--- config.mk ---
export PLATFORM = sky130hd
export DESIGN_NAME = fetch_unit
export DESIGN_NICKNAME = d
export VERILOG_FILES = /design/src/rtl/fetch_unit.sv
export SDC_FILE = /design/constraint.sdc
export NUM_CORES = 1
export LEC_CHECK = 0
export ABC_AREA = 1
export BUFFER_PORTS_ARGS = -buffer_cell sky130_fd_sc_hd__buf_2
export CORE_MARGIN = 2
export CORE_UTILIZATION = 55
export DETAILED_ROUTE_END_ITERATION = 8
export GPL_TIMING_DRIVEN = 0
export PLACE_DENSITY = 0.83
export SETUP_SLACK_MARGIN = 0.1
export SYNTH_ARGS = -nofsm -noshare
export SYNTH_HDL_FRONTEND = slang
export SYNTH_SLANG_ARGS = --single-unit
--- constraint.sdc ---
create_clock -name clk -period 7.82 [get_ports clk]
set_clock_uncertainty 0.2 [all_clocks]
set_input_delay 0.391 -clock clk [delete_from_list [all_inputs] [get_ports clk]]
set_output_delay 0.391 -clock clk [all_outputs]
set_load 0.05 [all_outputs]
--- src/rtl/fetch_unit.sv ---
// Instruction fetch unit: PC generation, credit-limited imem requests and a
// 2-entry in-order instruction buffer with redirect flush and stale-response drain.
module fetch_unit #(
  parameter logic [31:0] RESET_PC = 32'h0000_0000
) (
  input  logic        clk,
  input  logic        rst,
  input  logic        stall,
  input  logic        redirect,
  input  logic [31:0] redirect_pc,
  output logic        imem_req,
  output logic [31:0] imem_addr,
  input  logic        imem_valid,
  input  logic [31:0] imem_data,
  output logic [31:0] instruction,
  output logic [31:0] pc_out,
  output logic        nop
);
  typedef enum logic {RUN, DRAIN} state_t;

  state_t      state_reg, state_next;
  logic [31:0] pc_reg, pc_next;
  logic [1:0]  out_reg, out_next;
  logic [1:0]  cnt_reg, cnt_next;
  logic [1:0]  drop_reg, drop_next;
  logic        rd_ptr_reg, wr_ptr_reg;
  logic [31:0] fifo_pc_reg    [2];
  logic [31:0] fifo_instr_reg [2];

  logic        fifo_nempty, pop, push;
  logic [2:0]  credit;
  logic [1:0]  out_after_resp;
  logic [31:0] resp_addr;

  assign fifo_nempty    = (cnt_reg != 2'd0);
  assign pop            = fifo_nempty && !stall && !redirect;
  assign credit         = {1'b0, out_reg} + {1'b0, cnt_reg} - {2'b00, pop};
  assign imem_req       = !rst && (state_reg == RUN) && !redirect && (credit < 3'd2);
  assign imem_addr      = pc_reg;
  assign push           = (state_reg == RUN) && imem_valid && !redirect;
  assign out_after_resp = out_reg - {1'b0, imem_valid};

  // In RUN every outstanding request is a consecutive word ending just below pc_reg,
  // so the oldest one (the one being answered) sits out_reg words back.
  assign resp_addr = pc_reg - {28'd0, out_reg, 2'b00};

  assign nop         = rst || !fifo_nempty || redirect;
  assign instruction = nop ? 32'h0 : fifo_instr_reg[rd_ptr_reg];
  assign pc_out      = nop ? 32'h0 : fifo_pc_reg[rd_ptr_reg];

  always_comb begin
    state_next = state_reg;
    pc_next    = pc_reg;
    out_next   = out_after_resp + {1'b0, imem_req};
    cnt_next   = cnt_reg + {1'b0, push} - {1'b0, pop};
    drop_next  = drop_reg;
    if (redirect) begin
      // A response landing in the redirect cycle is discarded and no longer owed.
      pc_next    = redirect_pc & ~32'h3;
      cnt_next   = 2'd0;
      drop_next  = out_after_resp;
      state_next = (out_after_resp != 2'd0) ? DRAIN : RUN;
    end else if (state_reg == DRAIN) begin
      if (imem_valid) begin
        drop_next = drop_reg - 2'd1;
        if (drop_reg == 2'd1)
          state_next = RUN;
      end
    end else if (imem_req) begin
      pc_next = pc_reg + 32'd4;
    end
  end

  always_ff @(posedge clk) begin
    if (rst) begin
      state_reg  <= RUN;
      pc_reg     <= RESET_PC & ~32'h3;
      out_reg    <= 2'd0;
      cnt_reg    <= 2'd0;
      drop_reg   <= 2'd0;
      rd_ptr_reg <= 1'b0;
      wr_ptr_reg <= 1'b0;
    end else begin
      state_reg <= state_next;
      pc_reg    <= pc_next;
      out_reg   <= out_next;
      cnt_reg   <= cnt_next;
      drop_reg  <= drop_next;
      if (redirect) begin
        rd_ptr_reg <= 1'b0;
        wr_ptr_reg <= 1'b0;
      end else begin
        if (push)
          wr_ptr_reg <= !wr_ptr_reg;
        if (pop)
          rd_ptr_reg <= !rd_ptr_reg;
      end
    end
  end

  always_ff @(posedge clk) begin
    if (!rst && push) begin
      fifo_pc_reg[wr_ptr_reg]    <= resp_addr;
      fifo_instr_reg[wr_ptr_reg] <= imem_data;
    end
  end
endmodule

# Word level (Yosys, flattened, before mapping)
# Memory sizes are Yosys's and may differ from the RTL's. A register that Yosys moved wholly into a read port is not among the register bits.
# Cells that the tools add are included.
# op_classes
add_sub_neg	9
magnitude_cmp	1
n_eq_ne	2
muxes	19
n_bitwise	1
reduce_logical	25
# ops
op	count
2-to-1 mux 32 bit	5
adder 32 x 3 -> 32 bit (second input constant)	1
subtractor 32 x 4 -> 32 bit	1
2-to-1 mux 1 bit	11
nonzero test 2 bit	5
logical AND 1 bit	8
zero test 1 bit	6
2-to-1 mux 2 bit	3
AND reduction 2 bit	3
adder 2 x 1 -> 2 bit	2
subtractor 2 x 1 -> 2 bit	2
adder 2 x 2 -> 3 bit	1
< comparator 3 x 2 -> 1 bit (second input constant)	1
subtractor 3 x 1 -> 3 bit	1
== test 2 x 1 -> 1 bit (second input constant)	1
logical OR 1 bit	2
!= test 2 bit (second input constant)	1
OR reduction 2 bit	1
subtractor 2 x 1 -> 2 bit (second input constant)	1
inverter 1 bit	1
# totals
ff_bits	41
ram_bits	128
inputBits	69
out_inout_bits	98
word_cells	67
memories	2
# mem_list
memory	words	width	rd	rd_ports_with_merged_regs	write_ports	line	text
fifo_instr_reg	2	32	1	1	1	28	logic [31:0] fifo_instr_reg [2];
fifo_pc_reg	2	32	1	1	1	27	logic [31:0] fifo_pc_reg [2];

# Longest topological paths before layout
# Gate-level depths: netlist (run 1).
# logic_depth
depth_word	9
mapped_depth	13
mapped_depth_nobuf	13

# Least setup slack after synthesis (run 1)
# OpenSTA, ideal clock, no wires.
# synth_path
path_kind	input to register
startpoint	input port redirect
endpoint	memory fifo_instr_reg[0][0] (enable)
setup_time_ps	559
t_arrival_ps	5162
required_time_ps	7061
setup_slack_ps	1900
path_stages	5
cell_sequence	buf_6 inv_1 buf_2 nand3_1 nor3_1
# synth_via
elab_chain_len	5
# synth_lines
item	line	text
from (decl)	9	input logic redirect,
zero test 1 bit	40	assign push = (state_reg == RUN) && imem_valid && !redirect;
logical AND 1 bit	40	
logical AND 1 bit	102	if (!rst && push) begin
2-to-1 mux 1 bit	102	
2-to-1 mux 1 bit (implied by the code)	104	fifo_instr_reg[wr_ptr_reg] <= imem_data;
to (decl)	28	
# Every way passes these cells.

# Final worst setup path (run 1)
# layout_path
startpoint	register cnt_reg[0]
endpoint	output port imem_req
# layout_via
elab_chain_len	6
# layout_lines
item	line	text
from (decl)	24	logic [1:0] cnt_reg, cnt_next;
from (signal assigned)	87	cnt_reg <= cnt_next;
nonzero test 2 bit	35	assign fifo_nempty = (cnt_reg != 2'd0);
logical AND 1 bit (2 in series)	36	assign pop = fifo_nempty && !stall && !redirect;
via pop	30	logic fifo_nempty, pop, push;
subtractor 3 x 1 -> 3 bit	37	assign credit = {1'b0, out_reg} + {1'b0, cnt_reg} - {2'b00, pop};
< comparator 3 x 2 -> 1 bit	38	assign imem_req = !rst && (state_reg == RUN) && !redirect && (credit < 3'd2);
logical AND 1 bit	38	
to (decl)	11	output logic imem_req,
# The timed path passes the listed nets, and every way through them passes these cells.

==> flow_metrics.py, run 1 <==
metrics = {
    "run_status": {
        "status": "finished, final reports clean",
    },
    "setup_path": {
        "critical_path.endpoint": "imem_req",
        "rrSetupSlack_ps": 4230,
        "reg2reg_depth": 11,
        "worst_setup_path_end_kind": "primary output",
        "critPathMaxFanout": 11,
        "crit_path_start_kind": "flop",
        "cp.arrival_ps": 3650,
        "reg2reg_to": "out_reg[0]",
        "worstSetupStartpoint": "cnt_reg[0]",
        "crit_type": "reg -> out",
        "timing.rr.start": "cnt_reg[0]",
        "required_ps": 7230,
    },
    "place": {
        "portBuffers": 158,
        "routabilityCongestion": 0.880,
        "place_ws_ps": 3980,
        "hpwl_mm": 14.7,
        "placed_area_um2": 9270,
    },
    "synthesis": {
        "synthCells": 935,
        "ys.flop_type": "edfxtp_1",
        "ys_seq_elements": 164,
        "synth_top_area_cell": "edfxtp_1",
        "yosysMostFrequentCell": "nand2_1",
        "async_flop_share_pct": 0,
        "synth.distinct_cells": 38,
        "syn-cell-area_um2": 8100,
        "avgSynthCellArea_um2": 8.67,
        "yosysTopAreaCellShare_pct": 45.9,
        "ys_seq_area_share_pct": 55.8,
        "synth_commonest_cells": "nand2_1, edfxtp_1, a21oi_1",
        "synthTopCellsByArea": "edfxtp_1, nand2_1, dfxtp_1, a21oi_1, nand3_1",
        "synth_edf_count": 124,
        "yosys_warnings": 0,
    },
    "cells_and_area": {
        "drive_above_1_share_pct": 21.3,
        "antenna_cells": 0,
        "finalInstanceArea_um2": 10200,
        "areaGrowthSynthToFinish_pct": 26.1,
        "largest_reg_flops": 64,
        "nets": 1239,
    },
    "worst_hold_path": {
        "min_path_type": "in -> reg",
    },
    "detailed_routing": {
        "drc": 0,
        "vias": 6992,
        "drtIter0Drc": 502,
        "dr.pass1.iters": 5,
        "wirelength_mm": 20.4,
        "wl_per_cell_um": 15.1,
        "ant_nets": 0,
        "avgViaCountPerCell": 5.16,
    },
    "clocking": {
        "cts-root-buf": "clkbuf_16",
        "cts.sinks": 164,
        "cts_made_buffers": 17,
        "post_cts_buffers": 0,
        "clock_path_buffers": 2,
        "cts_max_level": 4,
        "clk_pin_slew_worst_paths_ps": 70,
        "cts_tree": "yes",
        "clock_latency_ps": 430,
    },
    "sta": {
        "period_share_pct": 54.2,
        "slew_viol_final": 0,
        "slew_headroom_pct": 41.2,
        "rsz0062_at_grt": "false",
        "worst-slew-pin-transition_ps": 877,
        "finalHoldViolations": 0,
        "tns_ps": 0,
        "setup_ws_ps": 3580,
        "max_freq_mhz": 236,
        "whs_ps": 29.1,
        "setup_viol": 0,
        "finalCriticalPeriod_ps": 4240,
    },
    "pwr": {
        "p_per_area_nw_per_um2": 219,
        "peakVddDrop_v": 0.000127,
        "finalPower_w": 0.00224,
        "leakagePower_nw": 4.39,
    },
    "die": {
        "die_area_um2": 15700,
        "rows": 44,
        "initial_core_util_pct": 56.0,
        "die_y_um": 125,
        "dieWidth_um": 125,
        "core_um2": 14500,
        "boundaryPins": 167,
    },
    "global_route": {
        "grtUsageTotal_pct": 26.8,
        "grt_max_degree": 17,
        "grt_pass1_wl_mm": 33.3,
        "grt_pass1_vias": 6790,
        "antenna_found_initial": 0,
        "overflow": 0,
    },
    "run": {
        "cap_violations": 0,
    },
}
stage by stage:
step	instances	util, %
after floorplan	938	-
after global placement	1280	63.1
after detailed placement	1291	64.0
after CTS	1355	70.6
after global routing	1355	70.6
final	1355	70.6
cell families (layout without fill, tap and decap cells):
family,count (synthesis),count (layout),synth area share (%)
AND/OR/NAND/NOR,476,476,24.4
flip-flops,164,164,55.8
buffers and inverters,130,363,6.79
AO/OA/AOI/OAI,125,125,7.97
XOR/XNOR,27,27,2.92
adder cells (fa/ha/maj),12,12,2.04
other,1,4,0.0463
critical path, cell delays in order, from the launching register on:
cell	delay [ps]
dfxtp_1	370
inv_1	70
a211oi_1	590
ha_1	350
or2_2	300
fa_1	490
nand2_1	100
nor3_4	430
buf_6	240
buf_2	280
what timing repair did:
| item | 4_1_cts | 5_1_grt |
|---|---|---|
| endpoints found under the hold margin | 64 | 0 |
| hold buffers | 32 | 0 |
| setup endpoints to repair | 0 | 0 |
| gates resized for setup | 0 | 0 |
power breakdown:
| part | total (W) | switching, W | internal [W] |
|---|---|---|---|
| logic | 0.000345 | 0.000235 | 0.000110 |
| clock network | 0.000883 | 0.000348 | 0.000535 |
| registers | 0.00101 | 0.0000230 | 0.000986 |
| total | 0.00224 | 0.000605 | 0.00163 |
cells in the final DEF, fill, tap and decap left out, types with 3 or more instances in the layout:
cell type / count
nand2_1: 299
buf_2: 171
edfxtp_1: 124
a21oi_1: 93
nor2_1: 78
inv_1: 77
nand3_1: 68
dfxtp_1: 40
dlygate4sd3_1: 32
clkbuf_1: 26
xor2_1: 23
o21ai_0: 17
clkbuf_16: 17
buf_6: 14
ha_1: 10
nor2_2: 9
clkinvlp_4: 7
buf_4: 6
a31oi_1: 5
nand2_2: 4
inv_2: 4
o21ai_1: 4
xnor2_1: 4
conb_1: 4
bufinv_16: 4
nand4_1: 3
nor3_2: 3
or2_2: 3
inv_6: 3
metal layers:
layer  vias up  global-route usage [%]  routed length (um)
li1       3516                       -                   -
met1      3186                    34.0                8500
met2       256                    46.2               10100
met3        34                    4.71                1260
met4         0                    10.3                 520
met5         -                       0                   0
worst min-delay path by stage:
| stage | from | end | slack [ps] | cells past startpoint |
|---|---|---|---|---|
| after global placement | wr_ptr_reg | wr_ptr_reg | 270 | 2 |
| after detailed placement | imem_addr[2] | imem_addr[2] | 290 | 2 |
| final | redirect_pc[8] | imem_addr[8] | 30 | 3 |
| after global routing | redirect_pc[8] | imem_addr[8] | 50 | 3 |
| after CTS | redirect_pc[8] | imem_addr[8] | 20 | 3 |
| after floorplan | wr_ptr_reg | wr_ptr_reg | 260 | 2 |
final cells by class:
cell class | instances | area [um^2]
Clock buffer | 17 | 425
Multi-Input combinational cell | 644 | 3050
Sequential cell | 164 | 4520
Fill cell | 1150 | 4260
Clock inverter | 15 | 203
Buffer | 49 | 246
Inverter | 81 | 304
Timing Repair Buffer | 201 | 1230
Tap cell | 184 | 230
(Power assumes the default switching activity.)
==> run 2, diff against run 1 <==
CORE_UTILIZATION = 50   (was 55)
PLACE_DENSITY = 0.8   (was 0.83)
clock period = 3.8 ns   (was 7.82 ns; I/O delays follow)
==> run 2 against run 1 <==
Effect of this change: flip-flop and latch count is the same; count of clock-buffer cells in the layout did not move; clock power rose by 98%; critical endpoint unchanged.
==> flow_metrics.py, run 2 (same netlist as run 1, synthesis figures left out) <==
metrics = {
    "run_status": {
        "status": "finished, final reports clean",
    },
    "detailed_routing": {
        "wirelength_mm": 21.6,
        "avgViaCountPerCell": 5.15,
        "dr.pass1.iters": 7,
        "vias": 7312,
        "wl_per_cell_um": 15.2,
        "ant_nets": 0,
        "drtIter0Drc": 460,
        "drc": 0,
    },
    "setup_path": {
        "cp_common_cell": "buf_6",
        "crit_type": "in -> out",
        "cp_top_family": "buffers and inverters",
        "path_buf_inv": 4,
        "crit_path_start_kind": "primary input",
        "required_ps": 3410,
        "critPathMaxFanout": 11,
        "crit_slowest_cell": "dlygate4sd3_1",
        "worst_setup_path_end_kind": "primary output",
        "cp.arrival_ps": 3160,
        "path_cells": "dlygate4sd3_1 > buf_6 > a211oi_2 > ha_1 > or2_2 > fa_1 > nand2_1 > nand2_2 > nor3_4 > buf_6 > buf_2",
        "cpPeakStageDelay_ps": 550,
    },
    "sta": {
        "finalHoldViolations": 0,
        "slew_headroom_pct": 36.6,
        "worst-slew-pin-transition_ps": 944,
        "whs_ps": 44.9,
        "setup_viol": 0,
        "rsz0062_at_grt": "false",
        "tns_ps": 0,
        "finalCriticalPeriod_ps": 3550,
        "max_freq_mhz": 282,
        "period_share_pct": 93.5,
        "slew_viol_final": 0,
    },
    "place": {
        "portBuffers": 158,
        "routabilityCongestion": 0.875,
        "placed_area_um2": 9350,
        "hpwl_mm": 14.6,
    },
    "cells_and_area": {
        "fin_util_pct": 67.2,
        "antenna_cells": 0,
        "nets": 1273,
        "finalInstanceArea_um2": 10700,
        "final_cell_mix": "nand2_1, buf_2, edfxtp_1",
        "areaGrowthSynthToFinish_pct": 31.7,
        "drive_above_1_share_pct": 20.3,
        "fillers": 1260,
        "largest_reg_flops": 64,
        "layout_commonest_cell": "nand2_1",
    },
    "clocking": {
        "cts-root-buf": "clkbuf_16",
        "cts_max_level": 4,
        "cts_tree": "yes",
        "clock_path_buffers": 2,
        "clk_pin_slew_worst_paths_ps": 70,
        "cts_made_buffers": 17,
        "cts.sinks": 164,
        "clock_latency_ps": 420,
    },
    "global_route": {
        "grt_pass1_vias": 6947,
        "grt_pass1_wl_mm": 34.3,
        "grt_max_degree": 21,
        "antenna_found_initial": 0,
        "grtUsageTotal_pct": 25.2,
        "overflow": 0,
    },
    "die": {
        "initial_core_util_pct": 51.0,
        "dieWidth_um": 131,
        "die_y_um": 131,
        "boundaryPins": 167,
        "rows": 46,
        "die_area_um2": 17200,
        "core_um2": 15900,
    },
    "worst_hold_path": {
        "min_path_type": "in -> reg",
    },
    "pwr": {
        "p_per_area_nw_per_um2": 429,
        "peakVddDrop_v": 0.000316,
        "leakagePower_nw": 4.55,
    },
    "run": {
        "cap_violations": 0,
    },
}
==> run 2: changes by cell type in the layout (fill, tap and decap cells not counted), sizes merged <==
cell         previous run  this run
clkinvlp                7         4
bufinv                  4         3
clkinv                  1         5
dlygate4sd3            32        70
buf                   191       187
==> run 2: worst reg2reg max path, cell delays in order (launching register included) <==
cell,delay [ps]
dfxtp_1,400
inv_1,100
a211oi_2,370
ha_1,300
or2_2,300
fa_1,390
nor2_1,240
nor2_1,90
nand3_1,140
nand2_1,240
inv_1,250
nand2_1,100
a31oi_1,170
==> run 2: cell type report <==
type / instances / area [um^2] / area share [%]
Clock inverter: 15 / 180 / 1.69
Tap cell: 216 / 270 / 2.53
Inverter: 81 / 304 / 2.85
Buffer: 49 / 246 / 2.31
Multi-Input combinational cell: 644 / 3070 / 28.8
Timing Repair Buffer: 235 / 1650 / 15.5
Clock buffer: 17 / 425 / 3.99
Sequential cell: 164 / 4520 / 42.4
==> run 2: worst paths after layout <==
| check | from | to | slack [ps] | depth (start not counted) |
|---|---|---|---|---|
| setup / recovery | redirect | imem_req | 250 | 11 |
| hold reg to reg | imem_addr[2] | imem_addr[2] | 300 | 2 |
| setup reg to reg | cnt_reg[1] | imem_addr[4] | 430 | 12 |
| hold / removal | imem_valid | drop_reg[0] | 40 | 5 |
==> run 2: metrics by stage <==
stage / instances / setup slack [ps] / total power [W]
2_1_floorplan: 938 / -42.9 / 0.00259
3_3_place_gp: 1312 / -1440 / 0.00276
3_5_place_dp: 1318 / 238 / 0.00279
4_1_cts: 1421 / 275 / 0.00459
5_1_grt: 1421 / 114 / 0.00474
6_report: 1421 / 249 / 0.00458
==> run 2: what timing repair did <==
item	CTS	global route
endpoints found under the hold margin	100	0
setup buffers	1	0
hold buffers	70	0
resized for setup	1	0
setup endpoints to repair	1	0
==> run 2: power by group <==
part	internal, W	total, W	switching (W)
Sequential	0.00203	0.00208	0.0000472
Combinational	0.000260	0.000755	0.000496
Clock	0.00104	0.00175	0.000709
Total	0.00333	0.00458	0.00125
==> run 2: metal layers <==
metal / routed length, um / GRT usage [%]
met1: 8920 / 30.9
met4: 641 / 10.3
met5: 0 / 0
met2: 10600 / 43.9
met3: 1430 / 4.94
